<file path="config.mk">
export PLATFORM = sky130hd
export DESIGN_NAME = glitch_scheduler
export DESIGN_NICKNAME = d
export VERILOG_FILES = /design/src/rtl/glitch_scheduler.sv
export SDC_FILE = /design/constraint.sdc
export NUM_CORES = 1
export LEC_CHECK = 0
export BUFFER_PORTS_ARGS = -buffer_cell sky130_fd_sc_hd__clkbuf_2
export CORE_ASPECT_RATIO = 1.1
export CORE_MARGIN = 8
export CORE_UTILIZATION = 40
export CTS_BUF_LIST = sky130_fd_sc_hd__clkbuf_8 sky130_fd_sc_hd__clkbuf_16
export DETAILED_ROUTE_END_ITERATION = 7
export GPL_ROUTABILITY_DRIVEN = 0
export PLACE_DENSITY = 0.65
export SYNTH_ARGS = -nofsm -noshare
export SYNTH_HDL_FRONTEND = slang
export SYNTH_SLANG_ARGS = --single-unit
</file>
<file path="constraint.sdc">
create_clock -name clk_in1 -period 6.8 [get_ports clk_in1]
set_input_delay 0.68 -clock clk_in1 [delete_from_list [all_inputs] [get_ports clk_in1]]
set_output_delay 0.68 -clock clk_in1 [all_outputs]
set_load 0.01 [all_outputs]
</file>
<file path="src/rtl/glitch_scheduler.sv">
// Trigger-to-glitch pulse scheduler: after a trigger rise it waits DELAY cycles, then emits
// REPEAT pulses of WIDTH cycles separated by GAP cycles. Define GLITCH_TRIG_SYNC_EN for a 2-flop trigger synchronizer.
module glitch_scheduler #(
   parameter int DELAY_W  = 16,
   parameter int WIDTH_W  = 8,
   parameter int REPEAT_W = 8
) (
   input  logic        clk_in1,
   input  logic        rst_n,
   input  logic        cfg_we,
   input  logic [1:0]  cfg_addr,
   input  logic [15:0] cfg_wdata,
   input  logic        arm,
   input  logic        abort,
   input  logic        trig_in,
   output logic        glitch_out,
   output logic        armed,
   output logic        busy,
   output logic        done,
   output logic        err
);

   localparam int CNT_W = (DELAY_W > WIDTH_W) ? DELAY_W : WIDTH_W;

   typedef enum logic [2:0] {
      S_IDLE,
      S_ARMED,
      S_DELAY,
      S_PULSE,
      S_GAP
   } state_t;

   state_t              state_q;
   logic [DELAY_W-1:0]  delay_q;
   logic [WIDTH_W-1:0]  width_q;
   logic [WIDTH_W-1:0]  gap_q;
   logic [REPEAT_W-1:0] repeat_q;
   logic [CNT_W-1:0]    cnt_q;
   logic [REPEAT_W-1:0] rep_q;
   logic                glitch_q;
   logic                armed_q;
   logic                busy_q;
   logic                done_q;
   logic                err_q;
   logic                trig_rise;
   logic                cfg_unused;

   logic [CNT_W-1:0]    delay_ld_d;
   logic [CNT_W-1:0]    width_ld_d;
   logic [CNT_W-1:0]    gap_ld_d;
   logic [REPEAT_W-1:0] rep_ld_d;

   function automatic logic [CNT_W-1:0] sat_dec(input logic [CNT_W-1:0] v);
      return (v == '0) ? '0 : v - 1'b1;
   endfunction

   // Write data wider than the narrower registers is simply dropped.
   assign cfg_unused = ^cfg_wdata;

   assign delay_ld_d = CNT_W'(delay_q);
   assign width_ld_d = CNT_W'(width_q);
   assign gap_ld_d   = (gap_q == '0) ? CNT_W'(1) : CNT_W'(gap_q);
   assign rep_ld_d   = (repeat_q == '0) ? REPEAT_W'(1) : repeat_q;

`ifdef GLITCH_TRIG_SYNC_EN
   logic sync1_q, sync2_q, edge_q;

   always_ff @(posedge clk_in1 or negedge rst_n) begin
      if (!rst_n) begin
         sync1_q <= 1'b0;
         sync2_q <= 1'b0;
         edge_q  <= 1'b0;
      end else begin
         sync1_q <= trig_in;
         sync2_q <= sync1_q;
         edge_q  <= sync2_q;
      end
   end

   assign trig_rise = sync2_q & ~edge_q;
`else
   logic trig_q, edge_q;

   always_ff @(posedge clk_in1 or negedge rst_n) begin
      if (!rst_n) begin
         trig_q <= 1'b0;
         edge_q <= 1'b0;
      end else begin
         trig_q <= trig_in;
         edge_q <= trig_q;
      end
   end

   assign trig_rise = trig_q & ~edge_q;
`endif

   always_ff @(posedge clk_in1 or negedge rst_n) begin
      if (!rst_n) begin
         state_q  <= S_IDLE;
         delay_q  <= '0;
         width_q  <= WIDTH_W'(1);
         gap_q    <= WIDTH_W'(1);
         repeat_q <= REPEAT_W'(1);
         cnt_q    <= '0;
         rep_q    <= '0;
         glitch_q <= 1'b0;
         armed_q  <= 1'b0;
         busy_q   <= 1'b0;
         done_q   <= 1'b0;
         err_q    <= 1'b0;
      end else begin
         done_q <= 1'b0;
         err_q  <= 1'b0;
         if (state_q != S_IDLE && abort) begin
            state_q  <= S_IDLE;
            cnt_q    <= '0;
            rep_q    <= '0;
            glitch_q <= 1'b0;
            armed_q  <= 1'b0;
            busy_q   <= 1'b0;
         end else begin
            case (state_q)
               S_IDLE: begin
                  if (cfg_we) begin
                     case (cfg_addr)
                        2'd0: delay_q  <= cfg_wdata[DELAY_W-1:0];
                        2'd1: width_q  <= cfg_wdata[WIDTH_W-1:0];
                        2'd2: gap_q    <= cfg_wdata[WIDTH_W-1:0];
                        2'd3: repeat_q <= cfg_wdata[REPEAT_W-1:0];
                     endcase
                  end
                  if (arm) begin
                     if (width_q == '0) begin
                        err_q <= 1'b1;
                     end else begin
                        state_q <= S_ARMED;
                        armed_q <= 1'b1;
                        busy_q  <= 1'b1;
                     end
                  end
               end
               S_ARMED: begin
                  if (trig_rise) begin
                     rep_q   <= rep_ld_d;
                     armed_q <= 1'b0;
                     if (delay_q == '0) begin
                        state_q  <= S_PULSE;
                        cnt_q    <= width_ld_d;
                        glitch_q <= 1'b1;
                     end else begin
                        state_q <= S_DELAY;
                        cnt_q   <= delay_ld_d;
                     end
                  end
               end
               S_DELAY: begin
                  if (cnt_q <= CNT_W'(1)) begin
                     state_q  <= S_PULSE;
                     cnt_q    <= width_ld_d;
                     glitch_q <= 1'b1;
                  end else begin
                     cnt_q <= sat_dec(cnt_q);
                  end
               end
               S_PULSE: begin
                  if (cnt_q <= CNT_W'(1)) begin
                     glitch_q <= 1'b0;
                     // Last pulse of the burst ends the sequence; otherwise rest in GAP.
                     if (rep_q <= REPEAT_W'(1)) begin
                        state_q <= S_IDLE;
                        rep_q   <= '0;
                        cnt_q   <= '0;
                        busy_q  <= 1'b0;
                        done_q  <= 1'b1;
                     end else begin
                        state_q <= S_GAP;
                        rep_q   <= rep_q - REPEAT_W'(1);
                        cnt_q   <= gap_ld_d;
                     end
                  end else begin
                     cnt_q <= sat_dec(cnt_q);
                  end
               end
               S_GAP: begin
                  if (cnt_q <= CNT_W'(1)) begin
                     state_q  <= S_PULSE;
                     cnt_q    <= width_ld_d;
                     glitch_q <= 1'b1;
                  end else begin
                     cnt_q <= sat_dec(cnt_q);
                  end
               end
               default: begin
                  state_q  <= S_IDLE;
                  glitch_q <= 1'b0;
                  armed_q  <= 1'b0;
                  busy_q   <= 1'b0;
               end
            endcase
         end
      end
   end

   assign glitch_out = glitch_q;
   assign armed      = armed_q;
   assign busy       = busy_q;
   assign done       = done_q;
   assign err        = err_q;

endmodule

</file>
==> results of run 1 <==
## area by class of cell
class | count | area (µm²) | share of cell area, %
repair buffers | 32 | 173 | 3.96
flip-flops and latches | 74 | 1860 | 42.5
clock inverters | 6 | 23.8 | 0.545
clock buffers | 10 | 138 | 3.15
inverters | 10 | 37.5 | 0.860
multi-input cells | 299 | 1990 | 45.5
well taps | 120 | 150 | 3.44
## how the worst max path moves through the flow
stage / from / endpoint / slack (ns) / depth (start not counted)
4_1_cts: cnt_q[10] / cnt_q[13] / 3.64 / 5
2_1_floorplan: cnt_q[10] / rep_q[4] / 4.13 / 9
5_1_grt: cnt_q[10] / cnt_q[13] / 3.43 / 5
3_3_place_gp: cnt_q[10] / cnt_q[13] / 3.68 / 5
3_5_place_dp: cnt_q[10] / cnt_q[13] / 3.64 / 5
6_report: cnt_q[10] / cnt_q[13] / 3.54 / 5
## flip-flops by register name (all words and copies together), names as in the netlist, 3 cells and up
name	cells
gap_q	8
width_q	8
repeat_q	8
cnt_q	16
rep_q	8
delay_ld_d	16
state_q	3
## layer usage
metal	wire, µm	vias to the layer above	track usage [%]
met5	0	-	0
met4	269	0	8.20
met3	302	19	2.48
met2	4740	94	23.9
met1	4360	1606	18.5
li1	-	1550	-
## cell families (layout without fill, tap and decap cells)
group	after synthesis	in the layout
AND/OR/NAND/NOR	130	130
buffers and inverters	26	58
AO/OA/AOI/OAI	117	117
multiplexers	43	43
XOR/XNOR	4	4
adder cells (fa/ha/maj)	5	5
flip-flops	74	74
## stage by stage
stage	cell area [µm²]	hold slack, ns	setup slack, ns	power [mW]	util (%)
after floorplan	3950	0.368	4.13	1.48	-
after global placement	4200	0.383	3.68	1.68	43.1
after detailed placement	4200	0.391	3.64	1.71	43.1
after CTS	4360	0.403	3.64	2.00	44.8
after global routing	4360	0.418	3.43	2.16	44.8
final	4360	0.403	3.54	2.00	44.8
## power by group
group / leakage, nW / switching, mW / internal, mW / total, mW
clock network: 0.102 / 0.149 / 0.135 / 0.284
registers: 0.926 / 0.197 / 0.633 / 0.830
logic: 0.853 / 0.501 / 0.389 / 0.890
total: 1.88 / 0.847 / 1.16 / 2.00
## cells in the final DEF, fill, tap and decap left out, types with 2 or more instances in the layout
| cell | instances |
|---|---|
| sky130_fd_sc_hd__and2_1 | 2 |
| sky130_fd_sc_hd__a211oi_1 | 4 |
| sky130_fd_sc_hd__o21ai_0 | 23 |
| sky130_fd_sc_hd__a32oi_1 | 2 |
| sky130_fd_sc_hd__o311ai_1 | 3 |
| sky130_fd_sc_hd__nor3b_1 | 2 |
| sky130_fd_sc_hd__nor2_1 | 24 |
| sky130_fd_sc_hd__a22oi_1 | 10 |
| sky130_fd_sc_hd__buf_4 | 5 |
| sky130_fd_sc_hd__o31ai_1 | 3 |
| sky130_fd_sc_hd__xor2_1 | 2 |
| sky130_fd_sc_hd__xnor2_1 | 2 |
| sky130_fd_sc_hd__mux2_2 | 43 |
| sky130_fd_sc_hd__clkbuf_2 | 27 |
| sky130_fd_sc_hd__or3_1 | 6 |
| sky130_fd_sc_hd__a31oi_1 | 2 |
| sky130_fd_sc_hd__nor3_1 | 21 |
| sky130_fd_sc_hd__nand2b_1 | 5 |
| sky130_fd_sc_hd__inv_1 | 15 |
| sky130_fd_sc_hd__o311a_1 | 3 |
| sky130_fd_sc_hd__nor4_1 | 13 |
| sky130_fd_sc_hd__or4_1 | 3 |
| sky130_fd_sc_hd__o22ai_1 | 9 |
| sky130_fd_sc_hd__dfstp_2 | 3 |
| sky130_fd_sc_hd__dfrtp_1 | 71 |
| sky130_fd_sc_hd__clkbuf_8 | 10 |
| sky130_fd_sc_hd__a21oi_1 | 37 |
| sky130_fd_sc_hd__nand3_1 | 4 |
| sky130_fd_sc_hd__a2bb2oi_1 | 2 |
| sky130_fd_sc_hd__ha_1 | 5 |
| sky130_fd_sc_hd__nand2_1 | 36 |
| sky130_fd_sc_hd__a21o_1 | 3 |
| sky130_fd_sc_hd__o21ai_1 | 4 |
| sky130_fd_sc_hd__or2_2 | 3 |
| sky130_fd_sc_hd__a221o_1 | 2 |
| sky130_fd_sc_hd__o31ai_2 | 2 |
| sky130_fd_sc_hd__a22o_1 | 2 |
==> reports/results.txt, run 1 <==
Status = completed
Terminus of the critical flop-to-flop path = cnt_q[13]
Most frequent cells after synthesis = 71 x sky130_fd_sc_hd__dfrtp_1, 43 x sky130_fd_sc_hd__mux2_2, 37 x sky130_fd_sc_hd__a21oi_1
Die Footprint = 13300 µm²
Maximum achievable frequency = 0.307 GHz
Maximum cell stage delay along the critical path = 1.15 ns
Via count = 3269
Basic-gate share of the synthesized area counting and, or, nand and nor cells = 16.6%
Placed wire-length estimate after detailed placement = 7070 µm
Cells along the critical path = or4_1 -> or3_1 -> o311ai_1 -> o21ai_0 -> a221o_1
CP Class = flop to flop
Hold bufs inserted after CTS = 0
Final-layout fill cell count = 895
Clock slew seen by the registers of the worst setup and hold paths = 0.07 ns
Standard cell core area = 9750 µm²
Post-Layout Cell Count = 551
Latest clock arrival within the worst-skew pair = 0.35 ns
Placement row count = 38
Post-synthesis cell count = 399
Arr. time, crit path = 3.50 ns
Post-DRT Antenna Nets = 0
Hold violation total from the final report = 0
Critical Path End Type = flop
Total of max-cap violations = 0
Maximum buffer depth of the clock tree = 2
Total Routing Usage GR = 14.8%
Final routed DRC violation total = 0
Number of DRC markers in iteration 0 = 252
Total negative slack = 0 ns
Root buf cell = sky130_fd_sc_hd__clkbuf_8
Max FO, Critical Path = 13
Count leader, synth = sky130_fd_sc_hd__dfrtp_1
Register-to-Register Setup Slack = 3.54 ns
Setup repair after global routing missed its margin = no
Worst-case reg-to-reg path depth = 5
Number of library cell types mapped by synthesis = 54
Number of synthesized flops with an enable pin = 0
Peak supply drop = 0.000197 V
Dominant combinational cell family by area after synthesis = compound AO/OA/AOI/OAI gates
Grt total ovfl = 0
Average via count per standard cell = 5.93
Placed Cells = 535
Chip Height = 120 µm
Total power per unit cell area = 460 nW/µm²
Layout Nets = 455
Synthesized net count = 428
Sequential fraction of the synthesis area = 47.0%
Largest delay contributor family on the critical path = compound AO/OA/AOI/OAI gates
Mean cell area of the mapped netlist = 9.90 µm²
Min-delay worst type = flop to flop
Top area cells in the synthesized netlist = sky130_fd_sc_hd__dfrtp_1 45%, sky130_fd_sc_hd__mux2_2 12%, sky130_fd_sc_hd__a21oi_1 4.7%, sky130_fd_sc_hd__nand2_1 3.4%, sky130_fd_sc_hd__o21ai_0 2.9%
Final Cycle Share = 47.9%
Leakage power = 1.88 nW
Setup Fix Bufs, Post-CTS = 0
CP Launch Type = flop
Syn-to-layout area delta = 10.4%
Compound-gate portion of the synthesized area = 18.8%
Wire per inst = 17.6 µm
Post-synth top area share = 45.0%
Count of inserted antenna diode cells = 0
Clock tree from TritonCTS = built
Worst-Margin Slew = 1.33 ns
Slew Viols, Final = 0
Initial core utilization = 40.5%
End point of the worst hold path = edge_q
Number of global-route vias before repair = 3316
Top_reg_cell synth = sky130_fd_sc_hd__dfrtp_1
Worst Path Buf+Inv = 0
Largest net degree at the start of global routing = 75
CTS-repair resized insts = 0
Worst path slowest cell = sky130_fd_sc_hd__o311ai_1
Fraction of final layout cells sized beyond drive strength 1 = 22.5%
Maximum clock skew at final layout = 0.00874 ns
First-pass GRT wire length = 16400 µm
FF+latch count, synth = 74
Cell type contributing the most total cell area after synthesis = sky130_fd_sc_hd__dfrtp_1
Antenna violations before repair = 0
Count of pins on the block boundary = 29
TritonCTS Buffers = 9
Portion of netlist area occupied by mux cells = 12.3%
Synthesis warning total = 0
Synth Cell Area = 3950 µm²
Min Clock Period, post-route = 3.26 ns
Die extent in x = 111 µm
Setup violation total in the final timing report = 0
Buffers on Ports = 28
Async set-or-reset flop fraction in the synthesized netlist = 100%
Parity-gate share of the synthesized area counting xor and xnor cells = 0.887%
Reg-to-Reg Start = cnt_q[10]
Number of sinks driven by the clock tree = 74
Pre-antenna DRT Iters = 5
# H-tree levels = 3
Worst path required time = 7.04 ns
Arithmetic-cell share of the synthesized area counting full adders, half adders and majority gates = 1.58%
Relative slew margins = 9.89%
Min-delay src = trig_q
Cell depth of the worst min-delay path = 0
Total Wirelength = 9670 µm
Power figures use the tool's default switching activity.
==> run 2, diff against run 1 <==
==> constraint.sdc (replaced) <==
create_clock -name clk_in1 -period 3.3 [get_ports clk_in1]
set_input_delay 0.33 -clock clk_in1 [delete_from_list [all_inputs] [get_ports clk_in1]]
set_output_delay 0.33 -clock clk_in1 [all_outputs]
set_load 0.01 [all_outputs]
==> run 2 against run 1 <==
  * Clock power rose to 2.8 times the previous value
  * Sequential share of layout area fell by 1.3 points
  * Die area is the same
  * Highest routed layer unchanged
==> reports/results.txt, run 2 (synthesized netlist as in run 1, its figures left out) <==
Status = completed (unchanged)
Hold bufs inserted after CTS = 0 (unchanged)
Fraction of final layout cells sized beyond drive strength 1 = 25.2% (was 22.5%)
Number of DRC markers in iteration 0 = 196 (was 252)
Register-to-Register Setup Slack = 0.37 ns (was 3.54 ns)
Setup Fix Bufs, Post-CTS = 0 (unchanged)
Worst path required time = 3.53 ns (was 7.04 ns)
Placed Cells = 545 (was 535)
Switching Share = 40.3% (was 42.3%)
Maximum cell stage delay along the critical path = 0.75 ns (was 1.15 ns)
Min-delay worst type = input pin to flop (was flop to flop)
Worst Setup SP = cnt_q[10] (unchanged)
Count of inserted antenna diode cells = 0 (unchanged)
CP Class = flop to flop (unchanged)
Combinational power share = 43.8% (was 44.4%)
Cells along the critical path = or4_1 -> or3_1 -> or4_1 -> a31o_1 -> o21ai_1 -> o21ai_1 (was or4_1 -> or3_1 -> o311ai_1 -> o21ai_0 -> a221o_1)
Pint = 2.63 mW (was 1.16 mW)
Syn-to-layout area delta = 14.0% (was 10.4%)
Final routed DRC violation total = 0 (unchanged)
Total of max-cap violations = 0 (unchanged)
Peak supply drop = 0.000479 V (was 0.000197 V)
First-pass GRT wire length = 16400 µm (about the same)
Critical Path End Type = flop (unchanged)
Setup violation total in the final timing report = 0 (unchanged)
Standard cell core area = 9750 µm² (unchanged)
Setup WS post-layout = 0.365 ns (was 3.54 ns)
Average via count per standard cell = 5.88 (was 5.93)
Worst-Margin Slew = 0.919 ns (was 1.33 ns)
Via count = 3296 (was 3269)
Total power = 4.41 mW (was 2.00 mW)
Worst path slowest cell = sky130_fd_sc_hd__or4_1 (was sky130_fd_sc_hd__o311ai_1)
Final-layout fill cell count = 886 (was 895)
Max FO, Critical Path = 9 (was 13)
Antenna violations before repair = 0 (unchanged)
Pre-antenna DRT Iters = 7 (was 5)
Final Cycle Share = 88.9% (was 47.9%)
Min Clock Period, post-route = 2.93 ns (was 3.26 ns)
Worst-case reg-to-reg path depth = 6 (was 5)
Power share of the sequential group = 37.9% (was 41.4%)
Initial core utilization = 40.5% (unchanged)
Grt total ovfl = 0 (unchanged)
Clock tree from TritonCTS = built (unchanged)
Top library cells by usage in the layout, fill and taps aside = 71 x sky130_fd_sc_hd__dfrtp_1, 43 x sky130_fd_sc_hd__mux2_2, 37 x sky130_fd_sc_hd__a21oi_1, 36 x sky130_fd_sc_hd__nand2_1, 27 x sky130_fd_sc_hd__clkbuf_2 (unchanged)
Slew Viols, Final = 0 (unchanged)
Total negative slack = 0 ns (unchanged)
Maximum buffer depth of the clock tree = 2 (unchanged)
Leakage power = 1.95 nW (was 1.88 nW)
Total power per unit cell area = 978 nW/µm² (was 460 nW/µm²)
Number of global-route vias before repair = 3207 (was 3316)
Chip Height = 120 µm (unchanged)
Maximum achievable frequency = 0.341 GHz (was 0.307 GHz)
Largest net degree at the start of global routing = 75 (unchanged)
Latest clock arrival within the worst-skew pair = 0.36 ns (was 0.35 ns)
Terminus of the critical flop-to-flop path = rep_q[4] (was cnt_q[13])
TritonCTS Buffers = 9 (unchanged)
Destination of the critical timing path = rep_q[4] (was cnt_q[13])
Maximum clock skew at final layout = 0.00908 ns (was 0.00874 ns)
Worst hold slack = 0.0716 ns (was 0.403 ns)
CTS-repair resized insts = 0 (unchanged)
Total Routing Usage GR = 15.1% (was 14.8%)
Placement row count = 38 (unchanged)
Worst Setup Slack post-DPL = 0.372 ns (was 3.64 ns)
Post-Layout Cell Count = 561 (was 551)
Count of pins on the block boundary = 29 (unchanged)
Total Wirelength = 9810 µm (was 9670 µm)
Commonest non-fill, non-tap cell in the layout = sky130_fd_sc_hd__dfrtp_1 (unchanged)
Post-DRT Antenna Nets = 0 (unchanged)
Relative slew margins = 38.8% (was 9.89%)
Reported net switching power = 1.77 mW (was 0.847 mW)
Number of sinks driven by the clock tree = 74 (unchanged)
# H-tree levels = 3 (unchanged)
Reg-to-Reg Start = cnt_q[10] (unchanged)
Clock slew seen by the registers of the worst setup and hold paths = 0.08 ns (was 0.07 ns)
Arr. time, crit path = 3.16 ns (was 3.50 ns)
Root buf cell = sky130_fd_sc_hd__clkbuf_8 (unchanged)
Setup repair after global routing missed its margin = no (unchanged)
Layout Nets = 465 (was 455)
CP Launch Type = flop (unchanged)
Portion of total power attributed to the clock network = 18.3% (was 14.2%)
Buffers on Ports = 28 (unchanged)
Hold violation total from the final report = 0 (unchanged)
Wire per inst = 17.5 µm (was 17.6 µm)
Placed wire-length estimate after detailed placement = 7170 µm (was 7070 µm)
Die extent in x = 111 µm (unchanged)
Die Footprint = 13300 µm² (unchanged)
==> run 2: area by class of cell <==
type | instances | area [µm²] | share of cell area [%]
multi-input combinational | 299 | 1990 | 44.1
clock inverter | 5 | 77.6 | 1.72
tap | 120 | 150 | 3.33
inverter | 10 | 37.5 | 0.833
clock buffer | 11 | 151 | 3.36
timing repair buffer | 42 | 248 | 5.50
sequential | 74 | 1860 | 41.2
==> run 2: worst min-delay path by stage <==
stage / from / to / slack, ns / cells after the start
6_report: trig_in / trig_q / 0.07 / 1
3_5_place_dp: trig_q / edge_q / 0.39 / 0
2_1_floorplan: rst_n / armed / 0.03 / 0
3_3_place_gp: trig_q / edge_q / 0.38 / 0
4_1_cts: trig_in / trig_q / 0.06 / 1
5_1_grt: trig_in / trig_q / 0.07 / 1
==> run 2: metrics by stage <==
step / util [%] / cell area [µm²]
3_3_place_gp: 43.9 / 4280
3_5_place_dp: 43.9 / 4280
2_1_floorplan: - / 3950
5_1_grt: 46.2 / 4510
6_report: 46.2 / 4510
4_1_cts: 46.2 / 4510
==> run 2: power groups by stage <==
stage               Sequential, mW  Clock [mW]  Combinational, mW
finish                        1.67       0.804               1.93
detailed placement            1.67           0               1.91
global route                  1.73       0.854               2.14
floorplan                     1.56           0               1.49
CTS                           1.66       0.820               1.92
global placement              1.66           0               1.87
==> run 2: worst max-delay path, delay by kind of cell (launching register included) <==
kind | cells | cell delay, ns
compound gates | 3 | 0.65
flops | 1 | 0.40
simple gates | 3 | 1.76
==> run 2: per-layer routing <==
metal	global-route usage, %	wire, µm	up-vias
met5	0	0	-
met4	8.37	283	0
met3	2.43	320	19
met2	24.4	4750	81
met1	18.8	4450	1613
li1	-	-	1583
==> run 3, diff against run 2 <==
--- a/config.mk
+++ b/config.mk
@@ -8,11 +8,11 @@
 export BUFFER_PORTS_ARGS = -buffer_cell sky130_fd_sc_hd__clkbuf_2
 export CORE_ASPECT_RATIO = 1.1
 export CORE_MARGIN = 8
-export CORE_UTILIZATION = 40
+export CORE_UTILIZATION = 35
 export CTS_BUF_LIST = sky130_fd_sc_hd__clkbuf_8 sky130_fd_sc_hd__clkbuf_16
 export DETAILED_ROUTE_END_ITERATION = 7
 export GPL_ROUTABILITY_DRIVEN = 0
-export PLACE_DENSITY = 0.65
+export PLACE_DENSITY = 0.59
 export SYNTH_ARGS = -nofsm -noshare
 export SYNTH_HDL_FRONTEND = slang
 export SYNTH_SLANG_ARGS = --single-unit
==> run 3 against run 2 <==
  * Wire length grew 3.4%
  * Core utilization decreased by 4.2 points
  * Power up 4.3%
  * Sequential cell count stayed put
  * Critical path depth unchanged
  * Non-clock buffer count rose by 1
  * Critical endpoint is now rep_q[7]
  * Highest routed layer unchanged
==> reports/results.txt, run 3 (synthesized netlist as in run 1, its figures left out) <==
Reg-to-Reg Start = cnt_q[10] (unchanged)
Fraction of final layout cells sized beyond drive strength 1 = 25.3% (was 25.2%)
Pre-antenna DRT Iters = 5 (was 7)
Number of sinks driven by the clock tree = 74 (unchanged)
Worst Path Buf+Inv = 0 (unchanged)
TritonCTS Buffers = 9 (unchanged)
Relative slew margins = 38.4% (was 38.8%)
Standard cell core area = 11000 µm² (was 9750 µm²)
CP Class = flop to flop (unchanged)
Wire per inst = 17.2 µm (was 17.5 µm)
Total power per unit cell area = 998 nW/µm² (was 978 nW/µm²)
Die extent in x = 117 µm (was 111 µm)
Post-DRT Antenna Nets = 0 (unchanged)
Antenna violations before repair = 0 (unchanged)
Placement row count = 40 (was 38)
Critical Path End Type = flop (unchanged)
Worst path slowest cell = sky130_fd_sc_hd__or4_1 (unchanged)
Setup violation total in the final timing report = 0 (unchanged)
Final-layout fill cell count = 1076 (was 886)
Post-Layout Inst Area = 4610 µm² (was 4510 µm²)
Total power = 4.60 mW (was 4.41 mW)
Grt total ovfl = 0 (unchanged)
Status = completed (unchanged)
Maximum achievable frequency = 0.357 GHz (was 0.341 GHz)
Leakage power = 1.98 nW (was 1.95 nW)
Maximum cell stage delay along the critical path = 0.72 ns (was 0.75 ns)
CTS-repair resized insts = 0 (unchanged)
Worst path required time = 3.50 ns (was 3.53 ns)
Latest clock arrival within the worst-skew pair = 0.33 ns (was 0.36 ns)
Number of global-route vias before repair = 3295 (was 3207)
Via count = 3287 (was 3296)
Die Footprint = 14900 µm² (was 13300 µm²)
Min-delay src = trig_in (unchanged)
# H-tree levels = 3 (unchanged)
Worst Setup SP = cnt_q[10] (unchanged)
Largest delay contributor family on the critical path = simple AND/OR/NAND/NOR gates (unchanged)
Commonest non-fill, non-tap cell in the layout = sky130_fd_sc_hd__dfrtp_1 (unchanged)
Root buf cell = sky130_fd_sc_hd__clkbuf_16 (was sky130_fd_sc_hd__clkbuf_8)
Setup Fix Bufs, Post-CTS = 0 (unchanged)
Hold bufs inserted after CTS = 0 (unchanged)
Average via count per standard cell = 5.58 (was 5.88)
Placed wire-length estimate after detailed placement = 7400 µm (was 7170 µm)
Slew Viols, Final = 0 (unchanged)
Peak supply drop = 0.000475 V (was 0.000479 V)
Total Wirelength = 10100 µm (was 9810 µm)
Total negative slack = 0 ns (unchanged)
Final routed DRC violation total = 0 (unchanged)
Min Clock Period, post-route = 2.81 ns (was 2.93 ns)
Sequential cell area = 1860 µm² (unchanged)
Largest net degree at the start of global routing = 75 (unchanged)
Max FO, Critical Path = 9 (unchanged)
CP Launch Type = flop (unchanged)
Layout Nets = 466 (was 465)
Count of pins on the block boundary = 29 (unchanged)
Count of inserted antenna diode cells = 0 (unchanged)
Clock slew seen by the registers of the worst setup and hold paths = 0.06 ns (was 0.08 ns)
Maximum clock skew at final layout = 0.00445 ns (was 0.00908 ns)
Total of max-cap violations = 0 (unchanged)
First-pass GRT wire length = 16700 µm (was 16400 µm)
Hold violation total from the final report = 0 (unchanged)
Clock tree from TritonCTS = built (unchanged)
Buffers on Ports = 28 (unchanged)
Total Routing Usage GR = 13.7% (was 15.1%)
Number of DRC markers in iteration 0 = 230 (was 196)
Chip Height = 127 µm (was 120 µm)
Arr. time, crit path = 3.00 ns (was 3.16 ns)
Worst-Margin Slew = 0.924 ns (was 0.919 ns)
Final Cycle Share = 85.0% (was 88.9%)
Standard cell area after detailed placement = 4320 µm² (was 4280 µm²)
Setup repair after global routing missed its margin = no (unchanged)
Cells along the critical path = or4_1 -> or3_1 -> or4_1 -> a31o_1 -> o21ai_1 -> o21ai_1 (unchanged)
Area taken by multi-input logic gates = 1990 µm² (unchanged)
Initial core utilization = 36.1% (was 40.5%)
Syn-to-layout area delta = 16.6% (was 14.0%)
Maximum buffer depth of the clock tree = 2 (unchanged)
Top library cells by usage in the layout, fill and taps aside = 71 x sky130_fd_sc_hd__dfrtp_1, 43 x sky130_fd_sc_hd__mux2_2, 37 x sky130_fd_sc_hd__a21oi_1, 36 x sky130_fd_sc_hd__nand2_1, 27 x sky130_fd_sc_hd__clkbuf_2 (unchanged)
Min-delay worst type = input pin to flop (unchanged)
[run 3: final cells by class]
cell class / instances / area share, %
clock inverter: 7 / 1.36
clock buffer: 9 / 4.89
timing repair buffer: 43 / 5.54
sequential: 74 / 40.3
tap: 147 / 3.99
multi-input combinational: 299 / 43.1
inverter: 10 / 0.815
[run 3: metrics by stage]
step | hold WS, ns | util (%) | setup WS [ns] | cells
after floorplan | 0.0344 | - | 0.631 | 399
after detailed placement | 0.393 | 39.4 | 0.493 | 573
after global placement | 0.381 | 39.4 | 0.552 | 573
final | 0.106 | 42.0 | 0.495 | 589
after CTS | 0.0972 | 42.0 | 0.481 | 589
after global routing | 0.106 | 42.0 | 0.395 | 589
[run 3: layer usage]
layer	vias to the layer above	track usage [%]	part of all wire (%)
li1	1576	-	-
met1	1616	17.2	46
met2	81	22.4	49
met3	14	2.20	3.4
met4	0	7.26	2.0
met5	-	0	0
[run 3: power breakdown]
part	total, mW	internal, mW	switching [mW]
registers	1.67	1.31	0.364
clock network	0.956	0.578	0.378
logic	1.97	0.882	1.09
[run 3: worst register-to-register path, stage by stage (launching register included)]
cell and delay, ns:
sky130_fd_sc_hd__dfrtp_1 0.40, sky130_fd_sc_hd__or4_1 0.51, sky130_fd_sc_hd__or3_1 0.39, sky130_fd_sc_hd__or4_1 0.72, sky130_fd_sc_hd__a31o_1 0.41, sky130_fd_sc_hd__o21ai_1 0.17
sky130_fd_sc_hd__o21ai_1 0.08
[run 3: final timing paths]
path | endpoint | cells after the start | slack, ns
hold / removal | trig_q | 1 | 0.11
min in group asynchronous | repeat_q[1] | 1 | 0.13
hold reg to reg | edge_q | 0 | 0.41
setup / recovery | rep_q[7] | 6 | 0.49
max in group asynchronous | gap_q[7] | 1 | 2.57
setup reg to reg | rep_q[7] | 6 | 0.49
